==> src/rtl/mc_controller_if.sv <==
// rtl/mc_controller_if.sv - instruction fields, flags and datapath controls of the multicycle controller
interface mc_controller_if;
    logic [6:0] op;
    logic [2:0] funct3;
    logic       funct7b5;
    logic       Zero;
    logic       Lt;
    logic       MemReady;
    logic [2:0] ImmSrc;
    logic [1:0] ALUSrcA;
    logic [1:0] ALUSrcB;
    logic [1:0] ResultSrc;
    logic       AdrSrc;
    logic [2:0] ALUControl;
    logic       IRWrite;
    logic       PCWrite;
    logic       RegWrite;
    logic       MemWrite;
    logic       Retire;
    logic       Illegal;

    modport master (
        input  op, funct3, funct7b5, Zero, Lt, MemReady,
        output ImmSrc, ALUSrcA, ALUSrcB, ResultSrc, AdrSrc, ALUControl,
        output IRWrite, PCWrite, RegWrite, MemWrite, Retire, Illegal
    );

    modport slave (
        output op, funct3, funct7b5, Zero, Lt, MemReady,
        input  ImmSrc, ALUSrcA, ALUSrcB, ResultSrc, AdrSrc, ALUControl,
        input  IRWrite, PCWrite, RegWrite, MemWrite, Retire, Illegal
    );
endinterface

==> src/rtl/mc_controller.sv <==
// rtl/mc_controller.sv - multicycle RISC-V control sequencer with ALU/immediate decode and trap
module mc_controller #(
    parameter bit MEM_HANDSHAKE = 1'b1,
    parameter bit BRANCH_EXT    = 1'b1
) (
    input  logic           clk,
    input  logic           reset,
    mc_controller_if.master bus
);
    typedef enum logic [3:0] {
        S_FETCH, S_DECODE, S_MEMADR, S_MEMREAD, S_MEMWB, S_MEMWRITE, S_EXECR,
        S_EXECI, S_LUI, S_JALRADR, S_JAL, S_BRANCH, S_ALUWB, S_TRAP
    } state_t;

    localparam logic [6:0] OP_LW   = 7'b0000011;
    localparam logic [6:0] OP_SW   = 7'b0100011;
    localparam logic [6:0] OP_R    = 7'b0110011;
    localparam logic [6:0] OP_I    = 7'b0010011;
    localparam logic [6:0] OP_LUI  = 7'b0110111;
    localparam logic [6:0] OP_JALR = 7'b1100111;
    localparam logic [6:0] OP_JAL  = 7'b1101111;
    localparam logic [6:0] OP_BR   = 7'b1100011;

    localparam logic [1:0] ALU_ADD  = 2'b00;
    localparam logic [1:0] ALU_SUB  = 2'b01;
    localparam logic [1:0] ALU_FUNC = 2'b10;

    state_t     state, state_next, view;
    logic       ready, illegal_f3, taken;
    logic [2:0] imm;
    logic [1:0] src_a, src_b, res, alu_op;
    logic       adr, ir_write, pc_update, branch, reg_write, mem_write, trap;

    assign ready = MEM_HANDSHAKE ? bus.MemReady : 1'b1;

    always_comb begin
        illegal_f3 = 1'b0;
        case (bus.op)
            OP_R, OP_I: illegal_f3 = (bus.funct3 == 3'b001) || (bus.funct3 == 3'b011) ||
                                     (bus.funct3 == 3'b101);
            OP_BR: begin
                case (bus.funct3)
                    3'b000:                 illegal_f3 = 1'b0;
                    3'b001, 3'b100, 3'b101: illegal_f3 = !BRANCH_EXT;
                    default:                illegal_f3 = 1'b1;
                endcase
            end
            default: illegal_f3 = 1'b0;
        endcase
    end

    always_ff @(posedge clk) begin
        if (reset) state <= S_FETCH;
        else       state <= state_next;
    end

    always_comb begin
        state_next = state;
        case (state)
            S_FETCH:    if (ready) state_next = S_DECODE;
            S_DECODE: begin
                if (illegal_f3) state_next = S_TRAP;
                else begin
                    case (bus.op)
                        OP_LW, OP_SW: state_next = S_MEMADR;
                        OP_R:         state_next = S_EXECR;
                        OP_I:         state_next = S_EXECI;
                        OP_LUI:       state_next = S_LUI;
                        OP_JALR:      state_next = S_JALRADR;
                        OP_JAL:       state_next = S_JAL;
                        OP_BR:        state_next = S_BRANCH;
                        default:      state_next = S_TRAP;
                    endcase
                end
            end
            S_MEMADR:   state_next = (bus.op == OP_SW) ? S_MEMWRITE : S_MEMREAD;
            S_MEMREAD:  if (ready) state_next = S_MEMWB;
            S_MEMWRITE: if (ready) state_next = S_FETCH;
            S_EXECR, S_EXECI, S_LUI, S_JAL: state_next = S_ALUWB;
            S_JALRADR:  state_next = S_JAL;
            S_MEMWB, S_ALUWB, S_BRANCH: state_next = S_FETCH;
            S_TRAP:     state_next = S_TRAP;
            default:    state_next = S_FETCH;
        endcase
    end

    // Selects follow the FETCH decode while reset is held so the datapath sees a clean fetch.
    always_comb begin
        view      = reset ? S_FETCH : state;
        imm       = 3'b000;
        src_a     = 2'b00;
        src_b     = 2'b00;
        res       = 2'b00;
        adr       = 1'b0;
        alu_op    = ALU_ADD;
        ir_write  = 1'b0;
        pc_update = 1'b0;
        branch    = 1'b0;
        reg_write = 1'b0;
        mem_write = 1'b0;
        trap      = 1'b0;
        case (view)
            S_FETCH: begin
                src_b = 2'b10; res = 2'b10; ir_write = ready; pc_update = ready;
            end
            S_DECODE: begin
                src_a = 2'b01; src_b = 2'b01;
                imm   = (bus.op == OP_BR) ? 3'b010 : (bus.op == OP_JAL) ? 3'b011 : 3'b000;
            end
            S_MEMADR: begin
                src_a = 2'b10; src_b = 2'b01; imm = (bus.op == OP_SW) ? 3'b001 : 3'b000;
            end
            S_MEMREAD:  adr = 1'b1;
            S_MEMWB:    begin res = 2'b01; reg_write = 1'b1; end
            S_MEMWRITE: begin adr = 1'b1; mem_write = 1'b1; end
            S_EXECR:    begin src_a = 2'b10; alu_op = ALU_FUNC; end
            S_EXECI:    begin src_a = 2'b10; src_b = 2'b01; alu_op = ALU_FUNC; end
            S_LUI:      begin src_a = 2'b11; src_b = 2'b01; imm = 3'b100; end
            S_JALRADR:  begin src_a = 2'b10; src_b = 2'b01; end
            S_JAL:      begin src_a = 2'b01; src_b = 2'b10; pc_update = 1'b1; end
            S_BRANCH:   begin src_a = 2'b10; alu_op = ALU_SUB; branch = 1'b1; end
            S_ALUWB:    reg_write = 1'b1;
            S_TRAP:     trap = 1'b1;
            default:    trap = 1'b0;
        endcase
    end

    always_comb begin
        case (bus.funct3)
            3'b000:  taken = bus.Zero;
            3'b001:  taken = ~bus.Zero;
            3'b100:  taken = bus.Lt;
            3'b101:  taken = ~bus.Lt;
            default: taken = 1'b0;
        endcase
    end

    always_comb begin
        case (alu_op)
            ALU_ADD: bus.ALUControl = 3'b000;
            ALU_SUB: bus.ALUControl = 3'b001;
            default: begin
                case (bus.funct3)
                    3'b000:  bus.ALUControl = (bus.funct7b5 & bus.op[5]) ? 3'b001 : 3'b000;
                    3'b010:  bus.ALUControl = 3'b101;
                    3'b100:  bus.ALUControl = 3'b100;
                    3'b110:  bus.ALUControl = 3'b011;
                    3'b111:  bus.ALUControl = 3'b010;
                    default: bus.ALUControl = 3'b000;
                endcase
            end
        endcase
    end

    assign bus.ImmSrc    = imm;
    assign bus.ALUSrcA   = src_a;
    assign bus.ALUSrcB   = src_b;
    assign bus.ResultSrc = res;
    assign bus.AdrSrc    = adr;
    assign bus.IRWrite   = ir_write & ~reset;
    assign bus.PCWrite   = (pc_update | (branch & taken)) & ~reset;
    assign bus.RegWrite  = reg_write & ~reset;
    assign bus.MemWrite  = mem_write & ~reset;
    assign bus.Illegal   = trap & ~reset;
    assign bus.Retire    = ~reset && (state != S_FETCH) && (state_next == S_FETCH);
endmodule

==> src/flat_wrapper.sv <==
// flat-port wrapper written by rule: the top's interface ports become plain ports
module mc_controller_flat 
#(
    parameter bit MEM_HANDSHAKE = 1'b1,
    parameter bit BRANCH_EXT    = 1'b1
)
  (clk, reset, bus_op, bus_funct3, bus_funct7b5, bus_Zero, bus_Lt, bus_MemReady, bus_ImmSrc, bus_ALUSrcA, bus_ALUSrcB, bus_ResultSrc, bus_AdrSrc, bus_ALUControl, bus_IRWrite, bus_PCWrite, bus_RegWrite, bus_MemWrite, bus_Retire, bus_Illegal);
  mc_controller_if bus_i ();
  input  logic clk;
  input  logic reset;
  input wire logic [$bits(bus_i.op)-1:0] bus_op;
  input wire logic [$bits(bus_i.funct3)-1:0] bus_funct3;
  input wire logic [$bits(bus_i.funct7b5)-1:0] bus_funct7b5;
  input wire logic [$bits(bus_i.Zero)-1:0] bus_Zero;
  input wire logic [$bits(bus_i.Lt)-1:0] bus_Lt;
  input wire logic [$bits(bus_i.MemReady)-1:0] bus_MemReady;
  output wire logic [$bits(bus_i.ImmSrc)-1:0] bus_ImmSrc;
  output wire logic [$bits(bus_i.ALUSrcA)-1:0] bus_ALUSrcA;
  output wire logic [$bits(bus_i.ALUSrcB)-1:0] bus_ALUSrcB;
  output wire logic [$bits(bus_i.ResultSrc)-1:0] bus_ResultSrc;
  output wire logic [$bits(bus_i.AdrSrc)-1:0] bus_AdrSrc;
  output wire logic [$bits(bus_i.ALUControl)-1:0] bus_ALUControl;
  output wire logic [$bits(bus_i.IRWrite)-1:0] bus_IRWrite;
  output wire logic [$bits(bus_i.PCWrite)-1:0] bus_PCWrite;
  output wire logic [$bits(bus_i.RegWrite)-1:0] bus_RegWrite;
  output wire logic [$bits(bus_i.MemWrite)-1:0] bus_MemWrite;
  output wire logic [$bits(bus_i.Retire)-1:0] bus_Retire;
  output wire logic [$bits(bus_i.Illegal)-1:0] bus_Illegal;
  assign bus_i.op = bus_op;
  assign bus_i.funct3 = bus_funct3;
  assign bus_i.funct7b5 = bus_funct7b5;
  assign bus_i.Zero = bus_Zero;
  assign bus_i.Lt = bus_Lt;
  assign bus_i.MemReady = bus_MemReady;
  assign bus_ImmSrc = bus_i.ImmSrc;
  assign bus_ALUSrcA = bus_i.ALUSrcA;
  assign bus_ALUSrcB = bus_i.ALUSrcB;
  assign bus_ResultSrc = bus_i.ResultSrc;
  assign bus_AdrSrc = bus_i.AdrSrc;
  assign bus_ALUControl = bus_i.ALUControl;
  assign bus_IRWrite = bus_i.IRWrite;
  assign bus_PCWrite = bus_i.PCWrite;
  assign bus_RegWrite = bus_i.RegWrite;
  assign bus_MemWrite = bus_i.MemWrite;
  assign bus_Retire = bus_i.Retire;
  assign bus_Illegal = bus_i.Illegal;
  mc_controller #(.MEM_HANDSHAKE(MEM_HANDSHAKE), .BRANCH_EXT(BRANCH_EXT)) u_core (.clk(clk), .reset(reset), .bus(bus_i));
endmodule
==> config.mk <==
export PLATFORM = sky130hd
export DESIGN_NAME = mc_controller_flat
export DESIGN_NICKNAME = d
export VERILOG_FILES = /design/src/rtl/mc_controller_if.sv /design/src/rtl/mc_controller.sv /design/src/flat_wrapper.sv
export SDC_FILE = /design/constraint.sdc
export NUM_CORES = 1
export LEC_CHECK = 0
export ABC_AREA = 0
export BUFFER_PORTS_ARGS = -buffer_cell sky130_fd_sc_hd__buf_2
export CORE_MARGIN = 1
export CORE_UTILIZATION = 51
export DETAILED_ROUTE_END_ITERATION = 7
export PLACE_DENSITY = 0.85
export SKIP_CTS_REPAIR_TIMING = 1
export SLEW_MARGIN = 30
export SYNTH_ARGS = -nofsm -noshare
export SYNTH_HDL_FRONTEND = slang
export SYNTH_SLANG_ARGS = --single-unit
==> constraint.sdc <==
create_clock -name clk -period 2.75 [get_ports clk]
set_input_delay 0.1375 -clock clk [delete_from_list [all_inputs] [get_ports clk]]
set_output_delay 0.1375 -clock clk [all_outputs]
set_load 0.005 [all_outputs]
==> Yosys cells after proc, flatten, opt, wreduce, memory -nomap -nowiden <==
Cells that the tools add are included.
W data, S select, Z words.
{ "totals": {"rom_bits": 0, "ramBits": 0, "latch_bits": 0, "ff_bits": 4, "memories": 0} }
{ "classes": {"n_reduce_logical": 21, "n_eq_ne": 39, "multipliers": 0, "bitwise_logic": 11, "n_lt_le_gt_ge": 0, "shifts": 0, "n_mux": 29, "div": 0, "addsub": 0} }
{ "ops": {"columns": ["op", "n"], "rows": [
  ["$eq A4 B4 Y1 const B", 10],
  ["$pmux W4 S8", 1],
  ["$eq A4 B3 Y1 const B", 7],
  ["$pmux W4 S7", 1],
  ["$eq A7 B6 Y1 const B", 3],
  ["$eq A7 B7 Y1 const B", 3],
  ["$mux W4", 5],
  ["$eq A4 B2 Y1 const B", 4],
  ["$pmux W3 S5", 1],
  ["$reduce_or A2 Y1", 7],
  ["$eq A3 B3 Y1 const B", 4],
  ["$logic_not A4 Y1", 3],
  ["$pmux W2 S2", 3],
  ["$reduce_or A5 Y1", 2],
  ["$mux W1", 9],
  ["$pmux W3 S3", 1],
  ["$eq A4 B1 Y1 const B", 2],
  ["$reduce_or A4 Y1", 2],
  ["$and A1 B1 Y1", 7],
  ["$eq A7 B2 Y1 const B", 1],
  ["$eq A7 B5 Y1 const B", 1],
  ["$eq A3 B2 Y1 const B", 2],
  ["$mux W3", 2],
  ["$pmux W2 S3", 1],
  ["13 further kinds", 18]
]} }

==> Depth between registers and ports, before layout <==
Gate-level depths: netlist of run 1.
{ "logic_depth": {"depth_word": 8, "depth_mapped": 7, "ltp_nobuf": 5} }

==> Worst setup path after synthesis of run 1 <==
No wires, ideal clock.
{ "synth_timing": {"path_type": "flip-flop to output port", "start": "register u_core.state[3]", "end": "output bus_Retire", "path_buffers": 1, "slack_ps": 1338, "stages_incl_launch_ff": 7, "arrival_ps": 1275, "path_cell_list": "dfxtp_1 > buf_4 > nor2_1 > and3_1 > a32oi_1 > o311ai_1 > nor4_2"} }
{ "synth_between": {"elab_chain_cells": 5, "word_cells_on_any_way": 20, "classes_between": "10 x eq/ne; 4 x mux; 6 x reduce/logical"} }
{ "synth_lines": {"columns": ["element", "line_no", "text"], "rows": [
  ["from (decl)", "mc_controller.sv:28", "state_t state, state_next, view;"],
  ["from (signal assigned)", "mc_controller.sv:54", "else state <= state_next;"],
  ["$eq A4 B3 Y1 or $eq A4 B4 Y1 (tied branches)", "mc_controller.sv:59", "case (state)"],
  ["$reduce_or A4 Y1", "mc_controller.sv:59", null],
  ["$pmux W4 S8", "mc_controller.sv:59", null],
  ["$logic_not A4 Y1", "mc_controller.sv:165", "assign bus.Retire = ~reset && (state != S_FETCH) && (state_next == S_FETCH);"],
  ["$logic_and A1 B1 Y1 *", "mc_controller.sv:165", null],
  ["to (decl)", "flat_wrapper.sv:27", "output wire logic [$bits(bus_i.Retire)-1:0] bus_Retire;"]
]} }
Mark *: on every way between the ends. The rest lies on a longest branch, timed or not.

==> Final worst setup path of run 1 <==
{ "layout_timing": {"start": "register u_core.state[0]", "end": "output bus_Retire"} }
The elaborated chain is that of the path after synthesis.

==> results of run 1 <==
## synthesized netlist by cell type, drive strengths merged, types with 2 or more instances
library cell / number
a2111oi: 2
a21oi: 8
a31oi: 3
and2: 2
and3: 3
buf: 8
clkbuf: 2
dfxtp: 4
inv: 6
nand2: 14
nand2b: 5
nand3: 5
nand4: 2
nor2: 15
nor2b: 3
nor3: 8
nor4: 4
o2111ai: 2
o21ai: 5
o32ai: 2
or3: 2
xor2: 2
## metal layers
metal	up-vias	share of wire
li1	514	-
met1	478	0.43
met2	57	0.49
met3	9	0.063
met4	0	0.019
met5	-	0
## worst max-delay path: cells and delay by family, from the launching register on
| family | cells | cell delay, ns |
|---|---|---|
| and+or+nand+nor | 4 | 0.88 |
| DFF | 1 | 0.66 |
| buffers and inverters | 1 | 0.14 |
| AOI/OAI and AO/OA | 1 | 0.12 |
## kinds of logic after synthesis
group	Yosys count	synth area share
buf+inv	16	0.1063
flops	4	0.09862
simple gates	69	0.4761
compound gates	31	0.2604
xor+xnor	3	0.03236
mux	2	0.02619
## path summary, 6_finish.rpt
| kind | slack [ns] | start | cells past startpoint | endpoint |
|---|---|---|---|---|
| min reg2reg | 0.91 | u_core.state[3]$_SDFF_PP0_ | 3 | u_core.state[0]$_SDFF_PP0_ |
| min | 0.25 | reset | 2 | u_core.state[3]$_SDFF_PP0_ |
| max | 0.58 | u_core.state[0]$_SDFF_PP0_ | 6 | bus_Retire |
| max reg2reg | 0.91 | u_core.state[0]$_SDFF_PP0_ | 5 | u_core.state[1]$_SDFF_PP0_ |
## metrics by stage
stage | util | power [mW] | hold WS (ns) | instances | instance area, µm²
after detailed placement | 0.6303 | 0.3565 | 0.4839 | 165 | 938.4
after CTS | 0.6454 | 0.4295 | 0.2531 | 168 | 960.9
after global routing | 0.6454 | 0.4708 | 0.2709 | 168 | 960.9
after floorplan | - | 0.2953 | 0.2091 | 125 | 812.0
after global placement | 0.6303 | 0.3489 | 0.4908 | 165 | 938.4
final | 0.6454 | 0.4336 | 0.2541 | 168 | 960.9
## layout make-up
class	instances	area, µm²	area share
tap	16	20.02	0.02083
multi-input combinational	105	645.6	0.6719
clock buffer	3	22.52	0.02344
timing repair buffer	34	170.2	0.1771
inverter	6	22.52	0.02344
sequential	4	80.08	0.08333
## power by group
part	switching, mW	total (mW)	internal [mW]	leakage, nW
registers	0.0451	0.114	0.0693	0.0329
clock network	0.0228	0.0716	0.0487	0.0138
logic	0.138	0.248	0.109	0.391
total	0.206	0.434	0.227	0.438
==> results.txt, run 1 <==
----------------------------------------------------
[Outcome]
  Status ... complete, no violations

[Clock network]
  Number of buffers created by CTS ... 3
  Clock tree from TritonCTS ... done
  Max Root-Sink Buffers ... 2
  Clock root buffer ... sky130_fd_sc_hd__clkbuf_4
  Clk sinks ... 4
  Clock-pin transition on the worst setup and hold timing paths ... 0.04 ns
  H-tree lvl count ... 1
  Latest clock arrival within the worst-skew pair ... 0.23 ns

[Route]
  Routed vias/inst ... 6.298
  Iteration count of the initial detailed-routing pass ... 4
  Via Count ... 1058
  WL final ... 2.258 mm
  Antenna Violating Nets Remaining ... 0
  DRC violation count after routing ... 0
  Routed length per instance ... 13.44 µm
  Initial DRC Count ... 40

[Logic synthesis]
  Predominant post-synthesis flop cell ... sky130_fd_sc_hd__dfxtp_1
  Proportion of register bits with asynchronous set or reset after synthesis ... 0
  Synthesized instance count ... 125
  Part of the Yosys area used for sequential elements ... 0.09861
  Synth top area share ... 0.09861
  Cell area after synthesis ... 812.0 µm²
  Count of cell types in the netlist ... 46
  Post-synth EDFFs ... 0
  Cell taking the most area after synthesis ... sky130_fd_sc_hd__dfxtp_1
  Most area-consuming cells after synthesis ... sky130_fd_sc_hd__dfxtp_1 (9.9%), sky130_fd_sc_hd__nand2_1 (6.5%), sky130_fd_sc_hd__nor2_1 (6.5%), sky130_fd_sc_hd__a21oi_1 (4.9%), sky130_fd_sc_hd__nor3_1 (4.9%)
  Mean Syn Cell Area ... 6.496 µm²
  Synth Warn # ... 0
  Syn_nets ... 141
  Flip-flop and latch count after synthesis ... 4

[GRT]
  Met1 routing resource usage after global routing ... 0.3431
  First-pass GRT wire length ... 3.857 mm
  Combined global-route utilization of all metal layers ... 0.2682
  Via count of the first global-routing pass ... 914
  Largest net degree at the start of global routing ... 22
  Global-route congestion overflow total ... 0
  GR peak layer ... met2
  M2 GR Usage ... 0.4750
  Met3 track utilization from global routing ... 0.03043
  Number of antenna violations at the first check in global routing ... 0

[Critical path]
  Type of the worst setup path ... register to primary output
  Worst path cell trace ... and2b_2 -> nand3_2 -> or3_1 -> o311ai_1 -> nor4_2 -> buf_2
  Type of origin of the critical path ... register
  Endpoint required time on the critical path ... 2.61 ns
  Delay contributed by the slowest stage of the critical path ... 0.66 ns
  Slowest stage cell, crit path ... sky130_fd_sc_hd__dfxtp_1
  Critical path data arrival time ... 2.04 ns
  Crit. End Element ... primary output
  Critical path peak fanout ... 17

[Layout]
  Registers with the highest flip-flop counts ... u_core.state (4)
  Number of filler instances in the final layout ... 144
  Diode count ... 0
  NumNets Final ... 170
  Largest register FFs ... 4
  Leading cell type in the layout, fill and taps excluded ... sky130_fd_sc_hd__buf_2
  Area added between synthesis and finish ... 18.34%
  Most flop-heavy register ... u_core.state
  Ratio of cells with drive above 1 in the final layout ... 0.3026
  Top library cells by usage in the layout, fill and taps aside ... sky130_fd_sc_hd__buf_2 (34), sky130_fd_sc_hd__nand2_1 (14), sky130_fd_sc_hd__nor2_1 (14), sky130_fd_sc_hd__nor3_1 (8), sky130_fd_sc_hd__a21oi_1 (8)

[Timing]
  Max-Slew Margin vs Limit ... 0.5924
  Finish-stage setup viols ... 0
  Final critical path time including I/O delays and setup ... 2.174 ns
  RSZ-0062 raised after global routing ... false
  Number of hold violations in the final report ... 0
  Final clock period utilization by the worst path ... 0.7907
  Fmax achieved ... 459.9 MHz
  TNS Setup ... 0 ns
  Pin slew with the least headroom to its limit ... 0.6106 ns
  Final Max Slew Viols ... 0
  Worst clock skew ... 0.001091 ns
  Final critical-path setup slack ... 0.5755 ns

[Floorplanning]
  Starting utilization of the core area ... 0.5454
  Number of standard-cell rows in the floorplan ... 14
  Ports placed on the boundary ... 35
  Vertical extent of the die ... 41.90 µm
  Horizontal extent of the die ... 41.90 µm
  Area of the core region ... 0.001489 mm²
  DIE AREA ... 0.001756 mm²

[Power]
  Leakage power summed over all cells ... 0.4377 nW
  Power per cell area ... 451.3 mW/mm²
  Peak ir drop on the vdd network ... 0.4192 mV

[Worst hold path]
  Kind of path behind the tightest hold check ... primary input to register

[Place]
  HPWL after DPL ... 1.719 mm
  Number of port buffers ... 34
  Place WS ... 0.8662 ns
  Gpl congestion ... 0.8803

[Run]
  Number of maximum-capacitance constraint violations ... 0

----------------------------------------------------
Note: power is estimated with default switching activity, not from simulation.
==> inputs of run 2 (changes only) <==
--- a/config.mk
+++ b/config.mk
@@ -5,12 +5,12 @@
 export SDC_FILE = /design/constraint.sdc
 export NUM_CORES = 1
 export LEC_CHECK = 0
-export ABC_AREA = 0
+export ABC_AREA = 1
 export BUFFER_PORTS_ARGS = -buffer_cell sky130_fd_sc_hd__buf_2
 export CORE_MARGIN = 1
-export CORE_UTILIZATION = 51
+export CORE_UTILIZATION = 46
 export DETAILED_ROUTE_END_ITERATION = 7
-export PLACE_DENSITY = 0.85
+export PLACE_DENSITY = 0.79
 export SKIP_CTS_REPAIR_TIMING = 1
 export SLEW_MARGIN = 30
 export SYNTH_ARGS = -nofsm -noshare
==> constraint.sdc (replaced) <==
create_clock -name clk -period 2.3 [get_ports clk]
set_input_delay 0.115 -clock clk [delete_from_list [all_inputs] [get_ports clk]]
set_output_delay 0.115 -clock clk [all_outputs]
set_load 0.005 [all_outputs]
==> run 2 against run 1 <==
Against the previous run: combinational power is 72% higher; area after synthesis shrank 8.5%; clock power rose by 24%; register-to-register slack improved by 0.05 ns.
==> results.txt, run 2 <==
----------------------------------------------------
[Timing]
  Number of hold violations in the final report ... 0
  Pin slew with the least headroom to its limit ... 0.4170 ns
  Final critical-path setup slack ... 0.5208 ns
  Final Max Slew Viols ... 0
  Final clock period utilization by the worst path ... 0.7736
  Finish-stage setup viols ... 0
  TNS Setup ... 0 ns
  RSZ-0062 raised after global routing ... false
  Fmax achieved ... 562.0 MHz
  Min Hold Slack ... 0.2453 ns
  Max-Slew Margin vs Limit ... 0.7199
  Final critical path time including I/O delays and setup ... 1.779 ns
  Worst clock skew ... 0.005536 ns

[Logic synthesis]
  Cell area after synthesis ... 743.2 µm²
  Flip-flop and latch count after synthesis ... 4
  Most frequent cell after synthesis ... sky130_fd_sc_hd__nor2_1
  Most area-consuming cells after synthesis ... sky130_fd_sc_hd__nor2_1 (18%), sky130_fd_sc_hd__nand2_1 (16%), sky130_fd_sc_hd__dfxtp_1 (11%), sky130_fd_sc_hd__inv_1 (9.6%), sky130_fd_sc_hd__nand3_1 (6.7%)
  Proportion of register bits with asynchronous set or reset after synthesis ... 0
  Cell taking the most area after synthesis ... sky130_fd_sc_hd__nor2_1
  Synth top cells by count ... sky130_fd_sc_hd__nor2_1 (35), sky130_fd_sc_hd__nand2_1 (32), sky130_fd_sc_hd__inv_1 (19)
  Predominant post-synthesis flop cell ... sky130_fd_sc_hd__dfxtp_1
  Synth top area share ... 0.1768
  Part of the Yosys area used for sequential elements ... 0.1077
  Syn_nets ... 163
  Synthesized instance count ... 147
  Count of cell types in the netlist ... 26
  Post-synth EDFFs ... 0
  Mean Syn Cell Area ... 5.056 µm²
  Synth Warn # ... 0

[Place]
  Number of port buffers ... 34
  Number of placed cells counting well taps ... 195
  HPWL after DPL ... 1.697 mm
  Place WS ... 0.7976 ns
  Gpl congestion ... 0.9366

[Layout]
  Ratio of cells with drive above 1 in the final layout ... 0.3187
  Diode count ... 0
  Registers with the highest flip-flop counts ... u_core.state (4)
  Most flop-heavy register ... u_core.state
  Top library cells by usage in the layout, fill and taps aside ... sky130_fd_sc_hd__nor2_1 (35), sky130_fd_sc_hd__buf_2 (34), sky130_fd_sc_hd__nand2_1 (32), sky130_fd_sc_hd__inv_1 (19), sky130_fd_sc_hd__nand3_1 (10)
  Leading cell type in the layout, fill and taps excluded ... sky130_fd_sc_hd__nor2_1
  Largest register FFs ... 4
  NumNets Final ... 200
  Final standard cell count with taps included and fillers excluded ... 198
  Area added between synthesis and finish ... 27.61%
  Utilization after layout ... 0.6296

[Floorplanning]
  Starting utilization of the core area ... 0.4934
  Horizontal extent of the die ... 42.20 µm
  Ports placed on the boundary ... 35
  Area of the core region ... 0.001506 mm²
  Vertical extent of the die ... 42.20 µm
  Number of standard-cell rows in the floorplan ... 14
  DIE AREA ... 0.001780 mm²

[Clock network]
  Number of buffers created by CTS ... 3
  Clock-pin transition on the worst setup and hold timing paths ... 0.03 ns
  Clock root buffer ... sky130_fd_sc_hd__clkbuf_4
  Latest clock arrival within the worst-skew pair ... 0.24 ns
  Max Root-Sink Buffers ... 2
  Clock tree from TritonCTS ... done
  H-tree lvl count ... 1
  Clk sinks ... 4

[Route]
  Antenna Violating Nets Remaining ... 0
  DRC violation count after routing ... 0
  WL final ... 2.061 mm
  Initial DRC Count ... 51
  Iteration count of the initial detailed-routing pass ... 6
  Via Count ... 1053
  Routed vias/inst ... 5.318
  Routed length per instance ... 10.41 µm

[Run]
  Number of maximum-capacitance constraint violations ... 0

[Outcome]
  Status ... complete, no violations

[Critical path]
  Type of the worst setup path ... register to primary output
  Endpoint required time on the critical path ... 2.18 ns
  Type of origin of the critical path ... register
  Crit. End Element ... primary output
  Critical path peak fanout ... 6
  Critical path data arrival time ... 1.66 ns

[GRT]
  Global-route congestion overflow total ... 0
  Largest net degree at the start of global routing ... 18
  First-pass GRT wire length ... 3.525 mm
  Combined global-route utilization of all metal layers ... 0.2527
  Via count of the first global-routing pass ... 878
  Number of antenna violations at the first check in global routing ... 0

[Power]
  Peak ir drop on the vdd network ... 0.4459 mV
  Power per cell area ... 670.9 mW/mm²
  Leakage power summed over all cells ... 0.5536 nW

[Worst hold path]
  Kind of path behind the tightest hold check ... primary input to register

----------------------------------------------------
==> run 2: report_power, final <==
group | total (mW) | switching [mW] | internal (mW)
registers | 0.121 | 0.0288 | 0.0927
logic | 0.426 | 0.269 | 0.157
clock network | 0.0886 | 0.0302 | 0.0584
total | 0.636 | 0.328 | 0.308
==> run 2: metal layers <==
layer  GRT usage  up-vias  part of all wire
met5           0        -                 0
met4      0.1375        0             0.022
met3     0.04310        7             0.083
li1            -      544                 -
met2      0.3877       53              0.43
met1      0.3333      449              0.46
==> run 2: final cells by class <==
cell class | count | area [µm²]
clock buffers | 3 | 22.52
fillers | 151 | 558.0
inverters | 25 | 93.84
multi-input cells | 116 | 561.8
flip-flops and latches | 4 | 80.08
well taps | 16 | 20.02
repair buffers | 34 | 170.2
==> run 2: path summary, 6_finish.rpt <==
path / startpoint / endpoint / slack (ns) / cells after the start
worst min-delay path: reset / u_core.state[0]$_SDFF_PP0_ / 0.25 / 2
worst max-delay path: u_core.state[1]$_SDFF_PP0_ / bus_Retire / 0.52 / 9
worst max register to register: u_core.state[0]$_SDFF_PP0_ / u_core.state[0]$_SDFF_PP0_ / 0.96 / 6
worst min register to register: u_core.state[2]$_SDFF_PP0_ / u_core.state[3]$_SDFF_PP0_ / 0.75 / 5
==> run 2: logic make-up (layout without fill, tap and decap cells) <==
group / count (synthesis) / after routing / synth area share
compound gates: 14 / 14 / 0.1162
simple gates: 101 / 101 / 0.6280
xor+xnor: 1 / 1 / 0.01179
flops: 4 / 4 / 0.1077
buf+inv: 27 / 62 / 0.1364
==> run 2: worst max-delay path: stages, from the launching register on <==
cell                      delay, ns
sky130_fd_sc_hd__dfxtp_1       0.42
sky130_fd_sc_hd__inv_2         0.07
sky130_fd_sc_hd__nand2_2       0.12
sky130_fd_sc_hd__nor3_1        0.10
sky130_fd_sc_hd__nor2_2        0.16
sky130_fd_sc_hd__nand4_1       0.14
sky130_fd_sc_hd__a21oi_2       0.16
sky130_fd_sc_hd__nand2_1       0.07
sky130_fd_sc_hd__nor2_1        0.08
sky130_fd_sc_hd__buf_2         0.11
==> run 2: per-stage QoR <==
stage,instance area (µm²),power (mW)
floorplan,743.2,0.4115
global placement,925.9,0.5384
detailed placement,925.9,0.5455
CTS,948.4,0.6370
global route,948.4,0.7067
finish,948.4,0.6363
